<file path="src/rtl/branch_predictor_pkg.sv">
// Shared defaults, mode encodings and helpers for the branch predictor slice.
package branch_predictor_pkg;

    localparam int unsigned BP_WORD_SIZE = 16;
    localparam int unsigned BP_ENTRIES   = 16;
    localparam int unsigned BP_CNT_BITS  = 2;

    localparam int unsigned BP_MODE_STATIC  = 0;
    localparam int unsigned BP_MODE_BTB     = 1;
    localparam int unsigned BP_MODE_COUNTER = 2;

    function automatic bit mode_uses_table(input int unsigned mode);
        return mode != BP_MODE_STATIC;
    endfunction

endpackage

</file>
<file path="src/rtl/branch_predictor_if.sv">
// Fetch lookup and EX resolve/feedback signals between the datapath and the predictor.
interface branch_predictor_if
    import branch_predictor_pkg::*;
#(
    parameter int unsigned WORD_SIZE = BP_WORD_SIZE
);
    logic [WORD_SIZE-1:0] if_pc;
    logic                 pred_taken;
    logic [WORD_SIZE-1:0] pred_target;

    logic                 ex_valid;
    logic                 ex_is_jump;
    logic [WORD_SIZE-1:0] ex_pc;
    logic                 ex_taken;
    logic [WORD_SIZE-1:0] ex_target;
    logic                 ex_pred_taken;
    logic [WORD_SIZE-1:0] ex_pred_target;

    logic                 mispredict;
    logic [WORD_SIZE-1:0] redirect_pc;
    logic [WORD_SIZE-1:0] num_branches;
    logic [WORD_SIZE-1:0] num_mispredicts;

    modport master (
        output if_pc, ex_valid, ex_is_jump, ex_pc, ex_taken, ex_target,
               ex_pred_taken, ex_pred_target,
        input  pred_taken, pred_target, mispredict, redirect_pc,
               num_branches, num_mispredicts
    );

    modport slave (
        input  if_pc, ex_valid, ex_is_jump, ex_pc, ex_taken, ex_target,
               ex_pred_taken, ex_pred_target,
        output pred_taken, pred_target, mispredict, redirect_pc,
               num_branches, num_mispredicts
    );
endinterface

</file>
<file path="src/rtl/branch_predictor_sat_counter.sv">
// Next-value logic for a saturating up/down direction counter with load.
module branch_predictor_sat_counter
    import branch_predictor_pkg::*;
#(
    parameter int unsigned CNT_BITS = BP_CNT_BITS
) (
    input  logic [CNT_BITS-1:0] cnt,
    input  logic                load,
    input  logic [CNT_BITS-1:0] load_val,
    input  logic                up,
    output logic [CNT_BITS-1:0] cnt_next_c
);
    always_comb begin
        cnt_next_c = cnt;
        if (load) begin
            cnt_next_c = load_val;
        end else if (up) begin
            if (cnt != '1) cnt_next_c = cnt + CNT_BITS'(1);
        end else begin
            if (cnt != '0) cnt_next_c = cnt - CNT_BITS'(1);
        end
    end
endmodule

</file>
<file path="src/rtl/branch_predictor.sv">
// Direct-mapped branch target buffer with per-entry direction counters.
// Zero-latency lookup at IF; training and mispredict detection from EX.
module branch_predictor
    import branch_predictor_pkg::*;
#(
    parameter int unsigned WORD_SIZE = BP_WORD_SIZE,
    parameter int unsigned ENTRIES   = BP_ENTRIES,
    parameter int unsigned CNT_BITS  = BP_CNT_BITS,
    parameter int unsigned MODE      = BP_MODE_COUNTER
) (
    input logic               Clk,
    input logic               Reset,
    branch_predictor_if.slave bus
);
    localparam int unsigned IDX   = $clog2(ENTRIES);
    localparam int unsigned TAG_W = WORD_SIZE - IDX;
    localparam logic [CNT_BITS-1:0] CNT_INIT = CNT_BITS'(1) << (CNT_BITS - 1);
    localparam bit USE_TABLE = mode_uses_table(MODE);
    localparam bit USE_CNT   = (MODE == BP_MODE_COUNTER);

    logic [ENTRIES-1:0]   valid_q;
    logic [ENTRIES-1:0]   jump_q;
    logic [TAG_W-1:0]     tag_q    [ENTRIES];
    logic [WORD_SIZE-1:0] target_q [ENTRIES];
    logic [CNT_BITS-1:0]  cnt_q    [ENTRIES];
    logic [WORD_SIZE-1:0] num_branches_q;
    logic [WORD_SIZE-1:0] num_mispredicts_q;

    logic [IDX-1:0]       rd_idx;
    logic [TAG_W-1:0]     rd_tag;
    logic                 rd_hit;
    logic                 rd_dir;
    logic                 pred_taken_c;

    logic [IDX-1:0]       wr_idx;
    logic [TAG_W-1:0]     wr_tag;
    logic                 wr_hit;
    logic                 table_we;
    logic [CNT_BITS-1:0]  cnt_next_c;
    logic                 mispredict_c;

    // Fetch lookup reads the registered table, so a same-cycle update is not visible.
    always_comb begin
        rd_idx       = bus.if_pc[IDX-1:0];
        rd_tag       = bus.if_pc[WORD_SIZE-1:IDX];
        rd_hit       = valid_q[rd_idx] && (tag_q[rd_idx] == rd_tag);
        rd_dir       = !USE_CNT || jump_q[rd_idx] || cnt_q[rd_idx][CNT_BITS-1];
        pred_taken_c = USE_TABLE && rd_hit && rd_dir;
    end

    assign bus.pred_taken  = pred_taken_c;
    assign bus.pred_target = pred_taken_c ? target_q[rd_idx] : '0;

    assign wr_idx   = bus.ex_pc[IDX-1:0];
    assign wr_tag   = bus.ex_pc[WORD_SIZE-1:IDX];
    assign wr_hit   = valid_q[wr_idx] && (tag_q[wr_idx] == wr_tag);
    assign table_we = USE_TABLE && bus.ex_valid && (wr_hit || bus.ex_taken);

    // Single shared counter updater: read-modify-write of the resolving entry.
    branch_predictor_sat_counter #(
        .CNT_BITS(CNT_BITS)
    ) u_sat_counter (
        .cnt       (cnt_q[wr_idx]),
        .load      (!wr_hit),
        .load_val  (CNT_INIT),
        .up        (bus.ex_taken),
        .cnt_next_c(cnt_next_c)
    );

    assign mispredict_c = bus.ex_valid &&
                          ((bus.ex_pred_taken != bus.ex_taken) ||
                           (bus.ex_taken && (bus.ex_pred_target != bus.ex_target)));
    assign bus.mispredict  = mispredict_c;
    assign bus.redirect_pc = bus.ex_taken ? bus.ex_target : bus.ex_pc + WORD_SIZE'(1);

    always_ff @(posedge Clk) begin
        if (Reset) begin
            valid_q <= '0;
            jump_q  <= '0;
            for (int i = 0; i < int'(ENTRIES); i++) begin
                tag_q[i]    <= '0;
                target_q[i] <= '0;
                cnt_q[i]    <= '0;
            end
        end else if (table_we) begin
            valid_q[wr_idx] <= 1'b1;
            tag_q[wr_idx]   <= wr_tag;
            jump_q[wr_idx]  <= bus.ex_is_jump;
            cnt_q[wr_idx]   <= cnt_next_c;
            if (bus.ex_taken) target_q[wr_idx] <= bus.ex_target;
        end
    end

    // Event counters wrap naturally at the word width.
    always_ff @(posedge Clk) begin
        if (Reset) begin
            num_branches_q    <= '0;
            num_mispredicts_q <= '0;
        end else if (bus.ex_valid) begin
            num_branches_q <= num_branches_q + WORD_SIZE'(1);
            if (mispredict_c) num_mispredicts_q <= num_mispredicts_q + WORD_SIZE'(1);
        end
    end

    assign bus.num_branches    = num_branches_q;
    assign bus.num_mispredicts = num_mispredicts_q;

endmodule

</file>
<file path="src/flat_wrapper.sv">
// flat-port wrapper written by rule: the top's interface ports become plain ports
module branch_predictor_flat import branch_predictor_pkg::*;
#(
    parameter int unsigned WORD_SIZE = BP_WORD_SIZE,
    parameter int unsigned ENTRIES   = BP_ENTRIES,
    parameter int unsigned CNT_BITS  = BP_CNT_BITS,
    parameter int unsigned MODE      = BP_MODE_COUNTER
)
  (Clk, Reset, bus_if_pc, bus_ex_valid, bus_ex_is_jump, bus_ex_pc, bus_ex_taken, bus_ex_target, bus_ex_pred_taken, bus_ex_pred_target, bus_pred_taken, bus_pred_target, bus_mispredict, bus_redirect_pc, bus_num_branches, bus_num_mispredicts);
  branch_predictor_if #(.WORD_SIZE(WORD_SIZE)) bus_i ();
  input logic Clk;
  input logic Reset;
  input wire logic [$bits(bus_i.if_pc)-1:0] bus_if_pc;
  input wire logic [$bits(bus_i.ex_valid)-1:0] bus_ex_valid;
  input wire logic [$bits(bus_i.ex_is_jump)-1:0] bus_ex_is_jump;
  input wire logic [$bits(bus_i.ex_pc)-1:0] bus_ex_pc;
  input wire logic [$bits(bus_i.ex_taken)-1:0] bus_ex_taken;
  input wire logic [$bits(bus_i.ex_target)-1:0] bus_ex_target;
  input wire logic [$bits(bus_i.ex_pred_taken)-1:0] bus_ex_pred_taken;
  input wire logic [$bits(bus_i.ex_pred_target)-1:0] bus_ex_pred_target;
  output wire logic [$bits(bus_i.pred_taken)-1:0] bus_pred_taken;
  output wire logic [$bits(bus_i.pred_target)-1:0] bus_pred_target;
  output wire logic [$bits(bus_i.mispredict)-1:0] bus_mispredict;
  output wire logic [$bits(bus_i.redirect_pc)-1:0] bus_redirect_pc;
  output wire logic [$bits(bus_i.num_branches)-1:0] bus_num_branches;
  output wire logic [$bits(bus_i.num_mispredicts)-1:0] bus_num_mispredicts;
  assign bus_i.if_pc = bus_if_pc;
  assign bus_i.ex_valid = bus_ex_valid;
  assign bus_i.ex_is_jump = bus_ex_is_jump;
  assign bus_i.ex_pc = bus_ex_pc;
  assign bus_i.ex_taken = bus_ex_taken;
  assign bus_i.ex_target = bus_ex_target;
  assign bus_i.ex_pred_taken = bus_ex_pred_taken;
  assign bus_i.ex_pred_target = bus_ex_pred_target;
  assign bus_pred_taken = bus_i.pred_taken;
  assign bus_pred_target = bus_i.pred_target;
  assign bus_mispredict = bus_i.mispredict;
  assign bus_redirect_pc = bus_i.redirect_pc;
  assign bus_num_branches = bus_i.num_branches;
  assign bus_num_mispredicts = bus_i.num_mispredicts;
  branch_predictor #(.WORD_SIZE(WORD_SIZE), .ENTRIES(ENTRIES), .CNT_BITS(CNT_BITS), .MODE(MODE)) u_core (.Clk(Clk), .Reset(Reset), .bus(bus_i));
endmodule
</file>
<file path="config.mk">
export PLATFORM = sky130hd
export DESIGN_NAME = branch_predictor_flat
export DESIGN_NICKNAME = d
export VERILOG_FILES = /design/src/rtl/branch_predictor_pkg.sv /design/src/rtl/branch_predictor_if.sv /design/src/rtl/branch_predictor_sat_counter.sv /design/src/rtl/branch_predictor.sv /design/src/flat_wrapper.sv
export SDC_FILE = /design/constraint.sdc
export NUM_CORES = 1
export LEC_CHECK = 0
export ABC_AREA = 1
export ABC_CLOCK_PERIOD_IN_PS = 6100
export CAP_MARGIN = 10
export CORE_ASPECT_RATIO = 1.2
export CORE_MARGIN = 4
export CORE_UTILIZATION = 50
export CTS_CLUSTER_DIAMETER = 200
export CTS_CLUSTER_SIZE = 10
export DETAILED_ROUTE_END_ITERATION = 12
export PLACE_DENSITY = 0.64
export SLEW_MARGIN = 20
export SYNTH_ARGS = -nofsm -noshare
export SYNTH_HDL_FRONTEND = slang
export SYNTH_SLANG_ARGS = --single-unit
</file>
<file path="constraint.sdc">
create_clock -name Clk -period 6.1 [get_ports Clk]
set_input_delay 1.525 -clock Clk [delete_from_list [all_inputs] [get_ports Clk]]
set_output_delay 1.525 -clock Clk [all_outputs]
set_load 0.02 [all_outputs]
</file>
Yosys cells after proc, flatten, opt, wreduce, memory -nomap -nowiden:

Memory sizes are Yosys's and may differ from the RTL's.
Cells that the tools add are included.

* register bits: 64
* input port bits: 70
* bits in writable memories: 480
* memories kept: 3

* add/sub/neg operators: 5
* $lt $le $gt $ge: 3
* bitwise gates (word level): 1
* equality and inequality tests: 5
* reduce and logical (&&, ||, !) cells: 15
* muxes and demuxes: 33

Memories
* u_core.target_q: depth 16, bits a word 16, read ports 1, clocked after memory_dff 0, wr ports 16, RTL line branch_predictor.sv:24 `logic [WORD_SIZE-1:0] target_q [ENTRIES];`
* u_core.tag_q: depth 16, bits a word 12, read ports 2, clocked after memory_dff 0, wr ports 16, RTL line branch_predictor.sv:23 `logic [TAG_W-1:0] tag_q [ENTRIES];`
* u_core.cnt_q: depth 16, bits a word 2, read ports 2, clocked after memory_dff 0, wr ports 16, RTL line branch_predictor.sv:25 `logic [CNT_BITS-1:0] cnt_q [ENTRIES];`

Operators with widths (count)
* $add A16 B1 Y16 const B: 3
* $mux W16: 3
* $eq A12 B12 Y1: 2
* $bwmux W16: 1
* $mux W1: 16
* $ne A16 B16 Y1: 1
* $or A16 B16 Y16: 1
* $reduce_or A16 Y1: 1
* $bmux W1 S4: 3
* $mux W12: 1
* $mux W4: 3
* $reduce_or A12 Y1: 1
* $lt A4 B5 Y1 const B: 2
* $mux W2: 5
* $logic_and A1 B1 Y1: 7
* $demux W1 S4: 1
* $ge A4 B1 Y1 const B: 1
* $logic_or A1 B1 Y1: 3
* $add A2 B1 Y2 const B: 1
* $ne A2 B2 Y1 const B: 1
* $reduce_and A2 Y1: 1
* $reduce_bool A2 Y1: 1
* $reduce_or A2 Y1: 1
* $sub A2 B1 Y2 const B: 1
* $ne A1 B1 Y1: 1

Logic depth before layout (Yosys ltp):

* word-level depth: 10
* depth in mapped cells: 21
* mapped depth without buffers: 18

Cells and area by module:

A second synthesis with hierarchy kept.

* cells, all modules: 3254
* area, all modules: 28091.9 um^2

By module, submodules not included
* branch_predictor: times used 1, sequential area each 15695.1 um^2, cells each 3242, area each 28044.4 um^2
* branch_predictor_sat_counter: times used 1, sequential area each 0.0 um^2, cells each 12, area each 47.5 um^2

Worst setup path before layout:

No wires, ideal clock.

* kind: input-to-output
* start point: in bus_ex_pc[1]
* end point: out bus_redirect_pc[15]
* arrival time: 3522 ps
* setup slack: 1053 ps
* path buffers: 4
* stages on the path: 15
* cell sequence: buf_2 buf_6 buf_4 clkbuf_2 nand3_1 nor2_1 nand3_1 nor2_1 nand3_1 nor2_1 nand2_1 nor2_2 nand3_1 xor2_1 o21ai_1

* cells in the longest elaborated chain, start to end: 2

Ends and longest elaborated chain
* start: declaration: RTL line flat_wrapper.sv:16 `input wire logic [$bits(bus_i.ex_pc)-1:0] bus_ex_pc;`
* $add A16 B1 Y16: RTL line branch_predictor.sv:74 `assign bus.redirect_pc = bus.ex_taken ? bus.ex_target : bus.ex_pc + WORD_SIZE'(1);`
* $mux W16: RTL line branch_predictor.sv:74
* end: declaration: RTL line flat_wrapper.sv:24 `output wire logic [$bits(bus_i.redirect_pc)-1:0] bus_redirect_pc;`

Every way passes these cells.

Worst setup path in the final report:

* start point: in bus_if_pc[0]
* end point: out bus_pred_target[7]

* cells in the longest elaborated chain, start to end: 5
* elaborated cells on any way between the ends: 12
* those cells by class: eq/ne: 1; mux: 5; reduce/logical: 3; memory: 3

Ends and longest elaborated chain
* start: declaration: RTL line flat_wrapper.sv:13 `input wire logic [$bits(bus_i.if_pc)-1:0] bus_if_pc;`
* $mem_v2 Z16 W12 (tied with other cells)
* $eq A12 B12 Y1 (tied with other cells): RTL line branch_predictor.sv:46 `rd_hit = valid_q[rd_idx] && (tag_q[rd_idx] == rd_tag);`
* $logic_and A1 B1 Y1 or $logic_or A1 B1 Y1 (tied branches): RTL line branch_predictor.sv:46, branch_predictor.sv:47
* $logic_and A1 B1 Y1: RTL line branch_predictor.sv:48 `pred_taken_c = USE_TABLE && rd_hit && rd_dir;`
* $mux W16 (*): RTL line branch_predictor.sv:52 `assign bus.pred_target = pred_taken_c ? target_q[rd_idx] : '0;`
* end: declaration: RTL line flat_wrapper.sv:22 `output wire logic [$bits(bus_i.pred_target)-1:0] bus_pred_target;`

Every way passes the cells marked *; elsewhere a longest branch is shown, timed or not. The select of a mux whose other input is x is not followed.

==> impl_metrics.tcl <==
set metrics [dict create \
    portBuffers 135 \
    slew_headroom_pct 38.72 \
    power_density_mw_per_mm2 264.2 \
    synth_top_area_share_pct 51.26 \
    dieHeight_microns 267.8 \
    num_vias 24450 \
    ys_seq_area_share_pct 55.82 \
    grt_pass1_wl_microns 142000 \
    syn_nets 3317 \
    min_period_over_period_pct 98.89 \
    setup_viol 0 \
    grt_pass1_vias 23660 \
    path_cells "clkbuf_8 -> inv_6 -> buf_12 -> buf_12 -> buf_4 -> nand2_1 -> a221oi_1 -> a311o_1 -> o31ai_1 -> nor2_1 -> clkdlybuf4s50_1" \
    fin_ws_ns 0.06782 \
    die_w_microns 224.5 \
    fin_util_pct 58.89 \
    placed_area_sq_mm 0.03089 \
    syn_avg_cell_area_sq_um 8.676 \
    grt_use_total_pct 30.88 \
    outcome "complete, no violations" \
    synthCells 3241 \
    tritoncts.num_buffers 60 \
    design_area_sq_mm 0.03255 \
    grt_max_degree 165 \
    crit_path_start_kind "input port" \
    postCtsSetupBuffers 0 \
    reg2reg_setup_slack_ns 3.07 \
    finalHoldWorstSlack_ns 0.4732 \
    cp-startpoint "bus_if_pc[0]" \
    nFillCells 4834 \
    via_per_inst 5.934 \
    drv_slew 0 \
    reg2reg_depth 19 \
    power_mw 8.600 \
    start_util_pct 50.87 \
    clk_pin_slew_ns 0.06 \
    cts-hold-fix-buffers 0 \
    max-cap-violations 0 \
    synthArstFlopShare_pct 0 \
    syn_area_sq_mm 0.02812 \
    clock_skew_ns 0.02062 \
    synth_ff_type "edfxtp_1" \
    setup_tns_ns 0 \
    multi_input_area_sq_mm 0.01037 \
    synth_area_leaders "edfxtp_1 (51%), nand2_1 (9.1%), nor2_1 (7.8%)" \
    antenna_found_initial 2 \
    final_cell_mix "nand2_1 (680), nor2_1 (588), edfxtp_1 (480), a21oi_1 (248), inv_1 (213)" \
    synth_edf_count 480 \
    rsz0062_at_grt "no" \
    insertion_delay_ns 0.64 \
    area_delta_synth_final_pct 15.77 \
    r2r_end "u_core.tag_q[13][4]" \
    path_common_cell "buf_12" \
    crit_slowest_cell "clkdlybuf4s50_1" \
    synth.distinct_cells 45 \
    die-area_sq_mm 0.06011 \
    cts_sinks 544 \
    synth_top_cell_by_area "edfxtp_1" \
    hold_class "register to register" \
    end_kind "output pin" \
    dpl.cell_count 4033 \
    tightest_slew_ns 0.9158 \
    layout.cells.non_filler 4121 \
    holdCritStartpoint "u_core.jump_q[1]" \
    synth-seq-cells 544 \
    crit_required_ns 4.58 \
    core-area_sq_mm 0.05528 \
    fin_crit_ns 6.032 \
    dp_hpwl_microns 62520 \
    peakVddDrop_v 0.0002495 \
    row_count 94 \
    final_nets 3451 \
    num_io_pins 136 \
    dr.first_iter.drc_count 2868 \
    worstPathMaxFanout 71 \
    post-place-ws_ns 0.03389 \
    slowest_delay_ns 0.62 \
    min_path_cells 2 \
    finalHoldViolCount 0 \
    htree_levels 2 \
    wirelength_microns 95580 \
    cts_root_buffer "clkbuf_16" \
    final_common_cell "nand2_1" \
    antenna_left 0 \
    gp_congestion 0.9325 \
    r2r-start "u_core.tag_q[11][3]" \
    yosysWarnings 0 \
    leakage_nw 12.87 \
    fmax_ghz 0.1658 \
    critical_path_arrival_ns 4.51 \
    crit_type "input port to output pin" \
    cts_resized 0 \
    firstDrtPassIters 7 \
    route.detailed.drc 0 \
    cts_buffer_depth 3 \
    drive_gt1_share_pct 10.03 \
    wl_per_cell_microns 23.19 \
    regArea_sq_mm 0.01570 \
    grt-ovfl-total 0 \
    cts_tree "built" \
    hold_end "u_core.jump_q[1]" \
]
==> flip-flops by register name, summed over array words and instances (netlist names) <==
signal and cells:
u_core.target_q 256, u_core.bus.num_mispredicts 16, u_core.bus.num_branches 16, u_core.tag_q 192
u_core.valid_q 16, u_core.cnt_q 32, u_core.jump_q 16
==> logic make-up after synthesis <==
logic type	share of synthesized area, %
AND/OR/NAND/NOR	24.07
adder cells (fa/ha/maj)	0.3026
AO/OA/AOI/OAI	11.63
flip-flops	55.82
XOR/XNOR	0.8410
buffers and inverters	7.342
==> layer usage <==
metal  GRT usage, %  wire, microns  vias up
li1               -              -    11150
met1          39.00          35220    11640
met2          51.95          46400     1395
met3          4.916           8930      263
met4          15.53           5011        2
met5              0             13        -
==> report_power, final <==
| part | internal (mW) | switching (mW) | leakage [nW] |
|---|---|---|---|
| clock network | 1.80 | 1.43 | 0.792 |
| registers | 4.23 | 0.0641 | 5.10 |
| logic | 0.344 | 0.734 | 6.97 |
==> synthesized netlist by cell type, types with 2 or more instances <==
master / number
buf_4: 13
nor4_1: 2
dfxtp_1: 64
or2_2: 5
clkinv_1: 24
o32ai_1: 3
buf_2: 46
ha_1: 6
nand2_1: 681
nor2_1: 588
xnor2_1: 12
nor3b_1: 3
o21ai_1: 12
nor2_2: 72
a311o_1: 9
o31ai_1: 15
clkbuf_1: 140
xor2_1: 15
nand3_4: 13
and2_1: 2
o211ai_1: 22
inv_1: 216
nor3_1: 22
nand4_1: 21
inv_2: 4
buf_1: 14
a21oi_1: 248
o21ai_0: 194
buf_6: 18
a221oi_1: 55
edfxtp_1: 480
nand3_1: 197
o22ai_1: 13
==> area by class of cell <==
cell class                 instances  area share, %
clock inverter                     3        0.08071
clock buffer                      84          4.954
inverter                         244          2.844
sequential                       544          48.21
timing repair buffer             306          9.286
antenna                            1       0.007687
multi-input combinational       2219          31.85
tap                              720          2.767
==> worst max-delay path: cells and delay by family <==
kind	cells	cell delay [ns]
AO/OA/AOI/OAI	3	0.79
buffers and inverters	6	1.94
AND/OR/NAND/NOR	2	0.20
==> worst max-delay path by stage <==
| stage | endpoint | slack [ns] |
|---|---|---|
| after floorplan | bus_redirect_pc[15] | 1.05 |
| after global placement | bus_redirect_pc[14] | 0.05 |
| after detailed placement | bus_redirect_pc[14] | 0.03 |
| after CTS | bus_redirect_pc[14] | 0.02 |
| after global routing | bus_pred_target[7] | 0.02 |
| final | bus_pred_target[7] | 0.07 |
No activity file was read; power rests on OpenSTA's default activity.
